--- config.mk ---
export PLATFORM = sky130hd
export DESIGN_NAME = sdm_ni_tx
export DESIGN_NICKNAME = d
export VERILOG_FILES = /design/src/rtl/sdm_ni_pkg.sv /design/src/rtl/dr4_enc.sv /design/src/rtl/sdm_ni_tx.sv
export SDC_FILE = /design/constraint.sdc
export NUM_CORES = 1
export LEC_CHECK = 0
export ABC_AREA = 1
export CAP_MARGIN = 20
export CORE_ASPECT_RATIO = 1.5
export CORE_MARGIN = 2
export CORE_UTILIZATION = 27
export DETAILED_ROUTE_END_ITERATION = 8
export GPL_ROUTABILITY_DRIVEN = 0
export HOLD_SLACK_MARGIN = 0.08
export PLACE_DENSITY = 0.53
export SLEW_MARGIN = 30
export SYNTH_ARGS = -nofsm -noshare
export SYNTH_HDL_FRONTEND = slang
export SYNTH_SLANG_ARGS = --single-unit
--- constraint.sdc ---
create_clock -name clk -period 2.4 [get_ports clk]
set_input_delay 0.48 -clock clk [delete_from_list [all_inputs] [get_ports clk]]
set_output_delay 0.48 -clock clk [all_outputs]
set_load 0.03 [all_outputs]
--- src/rtl/sdm_ni_pkg.sv ---
// Shared types and helpers for the SDM network-interface transmitter.
// Holds the FSM state type, head digit positions and the 1-of-4 digit encoder.
package sdm_ni_pkg;

    typedef enum logic [1:0] {
        IDLE = 2'd0,
        SEND = 2'd1,
        RTZ  = 2'd2
    } state_t;

    localparam int X_LO     = 0;
    localparam int X_HI     = 1;
    localparam int Y_LO     = 2;
    localparam int Y_HI     = 3;
    localparam int AUX_BASE = 4;

    // Bit r of the result is the level of rail o<r> for digit value d.
    function automatic logic [3:0] enc_1of4(input logic [1:0] d);
        enc_1of4 = 4'(4'b0001 << d);
    endfunction

endpackage

--- src/rtl/dr4_enc.sv ---
// Combinational 1-of-4 encoder: one 2-bit digit per sub-channel onto four rails.
// Digit j drives bit j of exactly one of r0..r3.
module dr4_enc
    import sdm_ni_pkg::*;
#(
    parameter int SCN = 8
) (
    input  logic [2*SCN-1:0] bin,
    output logic [SCN-1:0]   r0,
    output logic [SCN-1:0]   r1,
    output logic [SCN-1:0]   r2,
    output logic [SCN-1:0]   r3
);

    for (genvar j = 0; j < SCN; j++) begin : g_dig
        logic [3:0] code;
        assign code  = enc_1of4(bin[2*j +: 2]);
        assign r0[j] = code[0];
        assign r1[j] = code[1];
        assign r2[j] = code[2];
        assign r3[j] = code[3];
    end

endmodule

--- src/rtl/sdm_ni_tx.sv ---
// Clocked-to-asynchronous NI transmitter: sends wormhole frames as 1-of-4 codewords
// with a 4-phase return-to-zero handshake against a synchronised ack.
//
// state | meaning
// IDLE  | no frame in progress; head accepted once the ack has returned to 0
// SEND  | codeword on the rails, waiting for ack_s to rise
// RTZ   | spacer on the rails, waiting for ack_s to fall, then next body flit or frame end
module sdm_ni_tx
    import sdm_ni_pkg::*;
#(
    parameter int DW   = 16,
    parameter int SCN  = DW / 2,
    parameter int SYNC = 2,
    parameter int CW   = 16
) (
    input  logic          clk,
    input  logic          rst_n,
    input  logic          hdr_valid,
    output logic          hdr_ready,
    input  logic [3:0]    dst_x,
    input  logic [3:0]    dst_y,
    input  logic [DW-9:0] hdr_aux,
    input  logic          hdr_last,
    input  logic          dat_valid,
    output logic          dat_ready,
    input  logic [DW-1:0] dat,
    input  logic          dat_last,
    output logic [SCN-1:0] o0,
    output logic [SCN-1:0] o1,
    output logic [SCN-1:0] o2,
    output logic [SCN-1:0] o3,
    output logic          o4,
    input  logic          oa,
    output logic          busy,
    output logic [CW-1:0] frame_cnt,
    output logic [CW-1:0] flit_cnt
);

    state_t          state_q;
    state_t          state_d;
    logic [SYNC-1:0] sync_q;
    logic            ack_s;
    logic            live_q;
    logic            tail_q;
    logic            load_hdr;
    logic            load_dat;
    logic            to_spacer;
    logic            frame_inc;
    logic [DW-1:0]   hdr_bin;
    logic [DW-1:0]   enc_bin;
    logic [SCN-1:0]  r0;
    logic [SCN-1:0]  r1;
    logic [SCN-1:0]  r2;
    logic [SCN-1:0]  r3;

    always_ff @(posedge clk or negedge rst_n) begin
        if (!rst_n) begin
            sync_q <= '0;
        end else begin
            sync_q <= {sync_q[SYNC-2:0], oa};
        end
    end

    assign ack_s = sync_q[SYNC-1];

    // live_q keeps hdr_ready low while reset is held.
    always_ff @(posedge clk or negedge rst_n) begin
        if (!rst_n) begin
            live_q <= 1'b0;
        end else begin
            live_q <= 1'b1;
        end
    end

    always_comb begin
        hdr_bin = '0;
        hdr_bin[2*X_LO +: 2]         = dst_x[1:0];
        hdr_bin[2*X_HI +: 2]         = dst_x[3:2];
        hdr_bin[2*Y_LO +: 2]         = dst_y[1:0];
        hdr_bin[2*Y_HI +: 2]         = dst_y[3:2];
        hdr_bin[2*AUX_BASE +: DW-8]  = hdr_aux;
    end

    assign enc_bin = (state_q == IDLE) ? hdr_bin : dat;

    dr4_enc #(.SCN(SCN)) u_enc (
        .bin (enc_bin),
        .r0  (r0),
        .r1  (r1),
        .r2  (r2),
        .r3  (r3)
    );

    always_ff @(posedge clk or negedge rst_n) begin
        if (!rst_n) begin
            state_q <= IDLE;
        end else begin
            state_q <= state_d;
        end
    end

    always_comb begin
        state_d   = state_q;
        hdr_ready = 1'b0;
        dat_ready = 1'b0;
        busy      = 1'b0;
        load_hdr  = 1'b0;
        load_dat  = 1'b0;
        to_spacer = 1'b0;
        frame_inc = 1'b0;
        case (state_q)
            IDLE: begin
                hdr_ready = live_q & ~ack_s;
                if (hdr_valid && live_q && !ack_s) begin
                    load_hdr = 1'b1;
                    state_d  = SEND;
                end
            end
            SEND: begin
                busy = 1'b1;
                if (ack_s) begin
                    to_spacer = 1'b1;
                    state_d   = RTZ;
                end
            end
            RTZ: begin
                busy = 1'b1;
                if (!ack_s) begin
                    if (tail_q) begin
                        frame_inc = 1'b1;
                        state_d   = IDLE;
                    end else begin
                        dat_ready = 1'b1;
                        if (dat_valid) begin
                            load_dat = 1'b1;
                            state_d  = SEND;
                        end
                    end
                end
            end
            default: state_d = IDLE;
        endcase
    end

    // Rails are pure flops so nothing combinational can glitch onto the wires.
    always_ff @(posedge clk or negedge rst_n) begin
        if (!rst_n) begin
            o0     <= '0;
            o1     <= '0;
            o2     <= '0;
            o3     <= '0;
            o4     <= 1'b0;
            tail_q <= 1'b0;
        end else if (load_hdr || load_dat) begin
            o0     <= r0;
            o1     <= r1;
            o2     <= r2;
            o3     <= r3;
            o4     <= load_hdr ? hdr_last : dat_last;
            tail_q <= load_hdr ? hdr_last : dat_last;
        end else if (to_spacer) begin
            o0 <= '0;
            o1 <= '0;
            o2 <= '0;
            o3 <= '0;
            o4 <= 1'b0;
        end
    end

    always_ff @(posedge clk or negedge rst_n) begin
        if (!rst_n) begin
            frame_cnt <= '0;
            flit_cnt  <= '0;
        end else begin
            if (frame_inc) begin
                frame_cnt <= frame_cnt + CW'(1);
            end
            if (to_spacer) begin
                flit_cnt <= flit_cnt + CW'(1);
            end
        end
    end

endmodule
Yosys cells after proc, flatten, opt, wreduce, memory -nomap -nowiden:

Cells that the tools add are included.
W data, S select, Z words.

* bits in registers: 71
* input bits: 39
* output and inout bits: 68

* add/subtract/negate cells: 2
* equal/unequal tests: 6
* shift-type cells: 8
* multiplexer cells: 31
* bitwise operators: 2
* reductions and logical operators: 8

Operators by type and width (count)
* $mux W8: 5
* $add A16 B1 Y16 const B: 2
* $shl A1 B2 Y4 const A: 8
* $mux W1: 19
* $mux W16: 1
* $mux W2: 5
* $pmux W2 S3: 1
* $ne A2 B2 Y1 const B: 2
* $reduce_and A4 Y1: 1
* $ne A3 B3 Y1 const B: 1
* $eq A2 B1 Y1 const B: 1
* $eq A2 B2 Y1 const B: 1
* $logic_and A1 B1 Y1: 2
* $logic_not A2 Y1: 1
* $ne A2 B1 Y1 const B: 1
* $reduce_bool A2 Y1: 1
* $reduce_or A2 Y1: 1
* $and A1 B1 Y1: 1
* $logic_not A1 Y1: 1
* $logic_or A1 B1 Y1: 1
* $not A1 Y1: 1

Depth between registers and ports, before layout:

* depth in word-level cells: 6
* mapped depth: 10
* depth with buffers taken out: 10

Hierarchy:

A second synthesis with hierarchy kept.

* cell total of the unflattened synthesis: 484
* area, all modules: 3609.7 µm²

Modules (own cells, without submodules)
* sdm_ni_tx: instances 1, cells an instance 428, area an instance 3399.5 µm²
* dr4_enc: instances 1, cells an instance 56, area an instance 210.2 µm²

Least setup slack after synthesis:

OpenSTA, ideal clock, no wires.

* kind: register -> output
* start: reg state_q[0]
* end: out hdr_ready
* data arrival time: 1335 ps
* slack: 585 ps
* stages on the path, launching flop included: 6
* buffers on the path: 2
* cell sequence: dfrtp_1 inv_1 ha_1 buf_2 buf_2 and3_1

* cells in the longest elaborated chain, start to end: 2

RTL lines
* from (decl): RTL line sdm_ni_tx.sv:39 `state_t state_q;`
* from (signal assigned): RTL line sdm_ni_tx.sv:98 `state_q <= state_d;`
* $logic_not A2 Y1: RTL line sdm_ni_tx.sv:111 `case (state_q)`
* $mux W1: RTL line sdm_ni_tx.sv:111
* to (decl): RTL line sdm_ni_tx.sv:19 `output logic hdr_ready,`

Every way passes these cells.

Final worst setup path:

* start: reg state_q[0]
* end: out busy

* cells in the longest elaborated chain, start to end: 3

RTL lines
* $eq A2 B2 Y1 or $eq A2 B1 Y1 (tied branches): RTL line sdm_ni_tx.sv:111
* $reduce_or A2 Y1 (no source line) *
* $mux W1 *: RTL line sdm_ni_tx.sv:111
* to (decl): RTL line sdm_ni_tx.sv:34 `output logic busy,`

Every way passes the cells marked *; elsewhere a longest branch is shown, timed or not.

==> impl_table.tex <==
\begin{tabular}{lr}
\hline
Metric & Value \\
\hline
\multicolumn{2}{l}{\textbf{Outcome}} \\
Outcome & finished, final reports clean \\
\multicolumn{2}{l}{\textbf{Power and ir drop}} \\
Logic gate share of total power & 0.423 \\
Reported net switching power & 0.00225 W \\
Portion of total power attributed to sequential cells & 0.308 \\
Worst voltage drop across the vdd grid & 0.000497 V \\
Total power divided by cell area & 1100 mW/mm\^{}2 \\
Share of total power in the clock network & 0.269 \\
Share of total power consumed by net switching & 0.393 \\
Leakage power summed over all cells & 2.46 nW \\
Internal portion of total power & 0.00348 W \\
\multicolumn{2}{l}{\textbf{Floorplan}} \\
Total I/O pin count & 107 \\
Die outline height & 145 microns \\
Core region area & 0.0130 sq mm \\
Site Rows & 51 \\
Die Footprint & 0.0143 sq mm \\
Initial cell density of the core & 0.277 \\
Die extent in x & 98.3 microns \\
\multicolumn{2}{l}{\textbf{Timing}} \\
Clock period minus final worst setup slack & 2290 ps \\
Hold slack & 155 ps \\
Final count of negative-setup-slack endpoints & 0 \\
Final Max Slew Viols & 0 \\
Part of the cycle the worst path needs & 0.952 \\
Unrepaired setup endpoints after global routing & no \\
Actual transition at the worst max-transition pin & 561 ps \\
Hold Vio Cnt, Final & 0 \\
Worst-case headroom to the max-slew limit & 0.626 \\
Clock Skews & 7.17 ps \\
Total negative slack & 0 ps \\
Maximum operating frequency & 438 MHz \\
\multicolumn{2}{l}{\textbf{Run}} \\
\# Max-Cap Violations & 0 \\
\multicolumn{2}{l}{\textbf{Drt}} \\
Routed wirelength normalized by instance count & 12.3 microns \\
Count of unresolved DRC violations after routing & 0 \\
Vias & 3099 \\
Number of design-rule violations left by the first detailed-router iteration & 53 \\
Post-detailed-route count of antenna-violating nets & 0 \\
Post-Route WL & 8.77 mm \\
Number of iterations in the first detailed-routing pass & 4 \\
Average vias per placed instance & 4.35 \\
\multicolumn{2}{l}{\textbf{Setup path}} \\
Critical path launch point & state\_q[0]\$\_DFFE\_PN0P\_ \\
Worst Setup End Kind & primary output \\
R2R Path Start & state\_q[0]\$\_DFFE\_PN0P\_ \\
Crit Path Max Fanout & 5 \\
Data required time of the critical path & 1920 ps \\
Data arrival time of the worst path & 1810 ps \\
Element type at the critical path start & register \\
Path type of the worst setup path & register to primary output \\
\multicolumn{2}{l}{\textbf{Global route}} \\
Largest net degree at the start of global routing & 41 \\
Final global-route overflow total & 0 \\
First-pass GRT wire length & 14.7 mm \\
Via count of the first global-routing pass & 3163 \\
Number of antenna violations at the first check in global routing & 0 \\
GR Util All Layers & 0.126 \\
\multicolumn{2}{l}{\textbf{Synthesis}} \\
Yosys cell types & 28 \\
Count of state elements after synthesis & 71 \\
Part of the Yosys area used for sequential elements & 0.493 \\
Yosys top cell area share & 0.493 \\
Number of nets produced by synthesis & 485 \\
Cell taking the most area after synthesis & dfrtp\_1 \\
Post-synthesis instance total & 438 \\
Top post-synthesis cells by area & dfrtp\_1 49\%, inv\_1 10\%, nand2\_1 8.3\% \\
Yosys warning count & 0 \\
Average cell area after synthesis & 8.23 sq um \\
Cell area after synthesis & 0.00360 sq mm \\
\multicolumn{2}{l}{\textbf{Cells and area}} \\
Final cell count without fillers & 712 \\
Top library cells by usage in the layout, fill and taps aside & 103 x clkdlybuf4s50\_1, 96 x inv\_1, 80 x nand2\_1 \\
Ratio of cells with drive above 1 in the final layout & 0.0615 \\
Leading cell type in the layout, fill and taps excluded & clkdlybuf4s50\_1 \\
Area growth from synthesis to layout & 44.5\% \\
\# nets final & 596 \\
Number of diodes & 0 \\
\multicolumn{2}{l}{\textbf{Clocking}} \\
Clock latency of the later-clocked register in the worst-skew pair & 320 ps \\
Number of buffers inserted for hold repair after clock tree synthesis & 0 \\
H-tree levels & 3 \\
Cell chosen for the clock root & clkbuf\_16 \\
Clock tree from TritonCTS & yes \\
Sinks on the clock net & 71 \\
Maximum count of clock buffers along a single path & 2 \\
CTS clk-pin slew, worst paths & 60 ps \\
TritonCTS Buffers & 9 \\
Number of buffers added for setup after CTS & 0 \\
\multicolumn{2}{l}{\textbf{Place}} \\
Port bufs & 106 \\
Number of cells after detailed placement & 697 \\
Detailed Place HPWL & 6.61 mm \\
\multicolumn{2}{l}{\textbf{Hold path}} \\
Min-Delay Path Class & primary input to async pin \\
\hline
\end{tabular}
-- power groups by stage --
| stage | sequential [W] | combinational [W] | clock (W) |
|---|---|---|---|
| floorplan | 0.00234 | 0.000888 | 0 |
| global placement | 0.00178 | 0.00244 | 0 |
| detailed placement | 0.00178 | 0.00246 | 0 |
| CTS | 0.00177 | 0.00247 | 0.00159 |
| global route | 0.00182 | 0.00264 | 0.00164 |
| finish | 0.00176 | 0.00242 | 0.00154 |
-- Yosys cell counts --
| cell | n |
|---|---|
| inv_1 | 96 |
| nand2_1 | 80 |
| dfrtp_1 | 71 |
| nand3_1 | 48 |
| o21ai_1 | 33 |
| o21ai_0 | 21 |
| nor2_1 | 20 |
| xnor2_1 | 10 |
| xor2_1 | 10 |
| buf_2 | 9 |
| ha_1 | 8 |
| nand4_1 | 7 |
| nand3b_1 | 4 |
| inv_2 | 2 |
| nand2_2 | 2 |
| nand3_2 | 2 |
| nor2_4 | 2 |
| nor3_1 | 2 |
| o211ai_1 | 2 |
| and3_1 | 1 |
| clkbuf_2 | 1 |
| conb_1 | 1 |
| nand2_4 | 1 |
| nand3_4 | 1 |
| nand4_4 | 1 |
| nor2_2 | 1 |
| nor2_8 | 1 |
| o21bai_1 | 1 |
-- through the flow --
stage / setup slack [ps] / util / area [sq um] / power, W
floorplan: 585 / - / 3600 / 0.00323
global placement: 314 / 0.374 / 4860 / 0.00422
detailed placement: 296 / 0.374 / 4860 / 0.00424
CTS: 88.9 / 0.400 / 5210 / 0.00583
global route: 26.9 / 0.400 / 5210 / 0.00610
finish: 115 / 0.400 / 5210 / 0.00572
-- final timing paths --
path	end	slack, ps	depth (start not counted)
max in group asynchronous	o3[5]$_DFFE_PN0P_	1670	2
setup reg to reg	o2[0]$_DFFE_PN0P_	430	7
hold reg to reg	sync_q[1]$_DFF_PN0_	360	0
hold / removal	frame_cnt[14]$_DFFE_PN0P_	150	1
min in group clk	sync_q[1]$_DFF_PN0_	360	0
setup / recovery	busy	110	3
-- state kept, by name, summed over array words and instances, names as in the netlist --
name       count
state_q        2
o4             1
tail_q         1
live_q         1
o3             8
flit_cnt      16
frame_cnt     16
sync_q         2
o1             8
o0             8
o2             8
-- critical path: stages (launching register included) --
cell and delay, ps:
dfrtp_1 410, inv_1 100, ha_1 310, clkdlybuf4s50_1 660
-- metal layers --
metal | up-vias | track usage | part of all wire
li1 | 1579 | - | -
met1 | 1428 | 0.142 | 0.41
met2 | 84 | 0.215 | 0.50
met3 | 8 | 0.0442 | 0.071
met4 | 0 | 0.0527 | 0.016
met5 | - | 0 | 0
-- timing repair --
item	4_1_cts	5_1_grt
setup endpoints to repair	1	0
hold endpoints to repair	0	0
resized for setup	1	0
-- kinds of logic (layout without fill, tap and decap cells) --
| group | after synthesis | in the layout | synth area share |
|---|---|---|---|
| other cells | 1 | 1 | 0.00104 |
| xor+xnor | 20 | 20 | 0.0486 |
| simple gates | 173 | 173 | 0.232 |
| fa+ha+maj | 8 | 8 | 0.0278 |
| buf+inv | 108 | 223 | 0.116 |
| flops | 71 | 71 | 0.493 |
| compound gates | 57 | 57 | 0.0812 |
-- layout make-up --
class	instances	area, sq um
sequential	71	1780
timing repair buffer	110	1110
inverter	98	368
multi-input combinational	259	1410
tap	159	199
clock inverter	5	106
clock buffer	10	239
fill	1356	7810
Power figures use the tool's default switching activity.
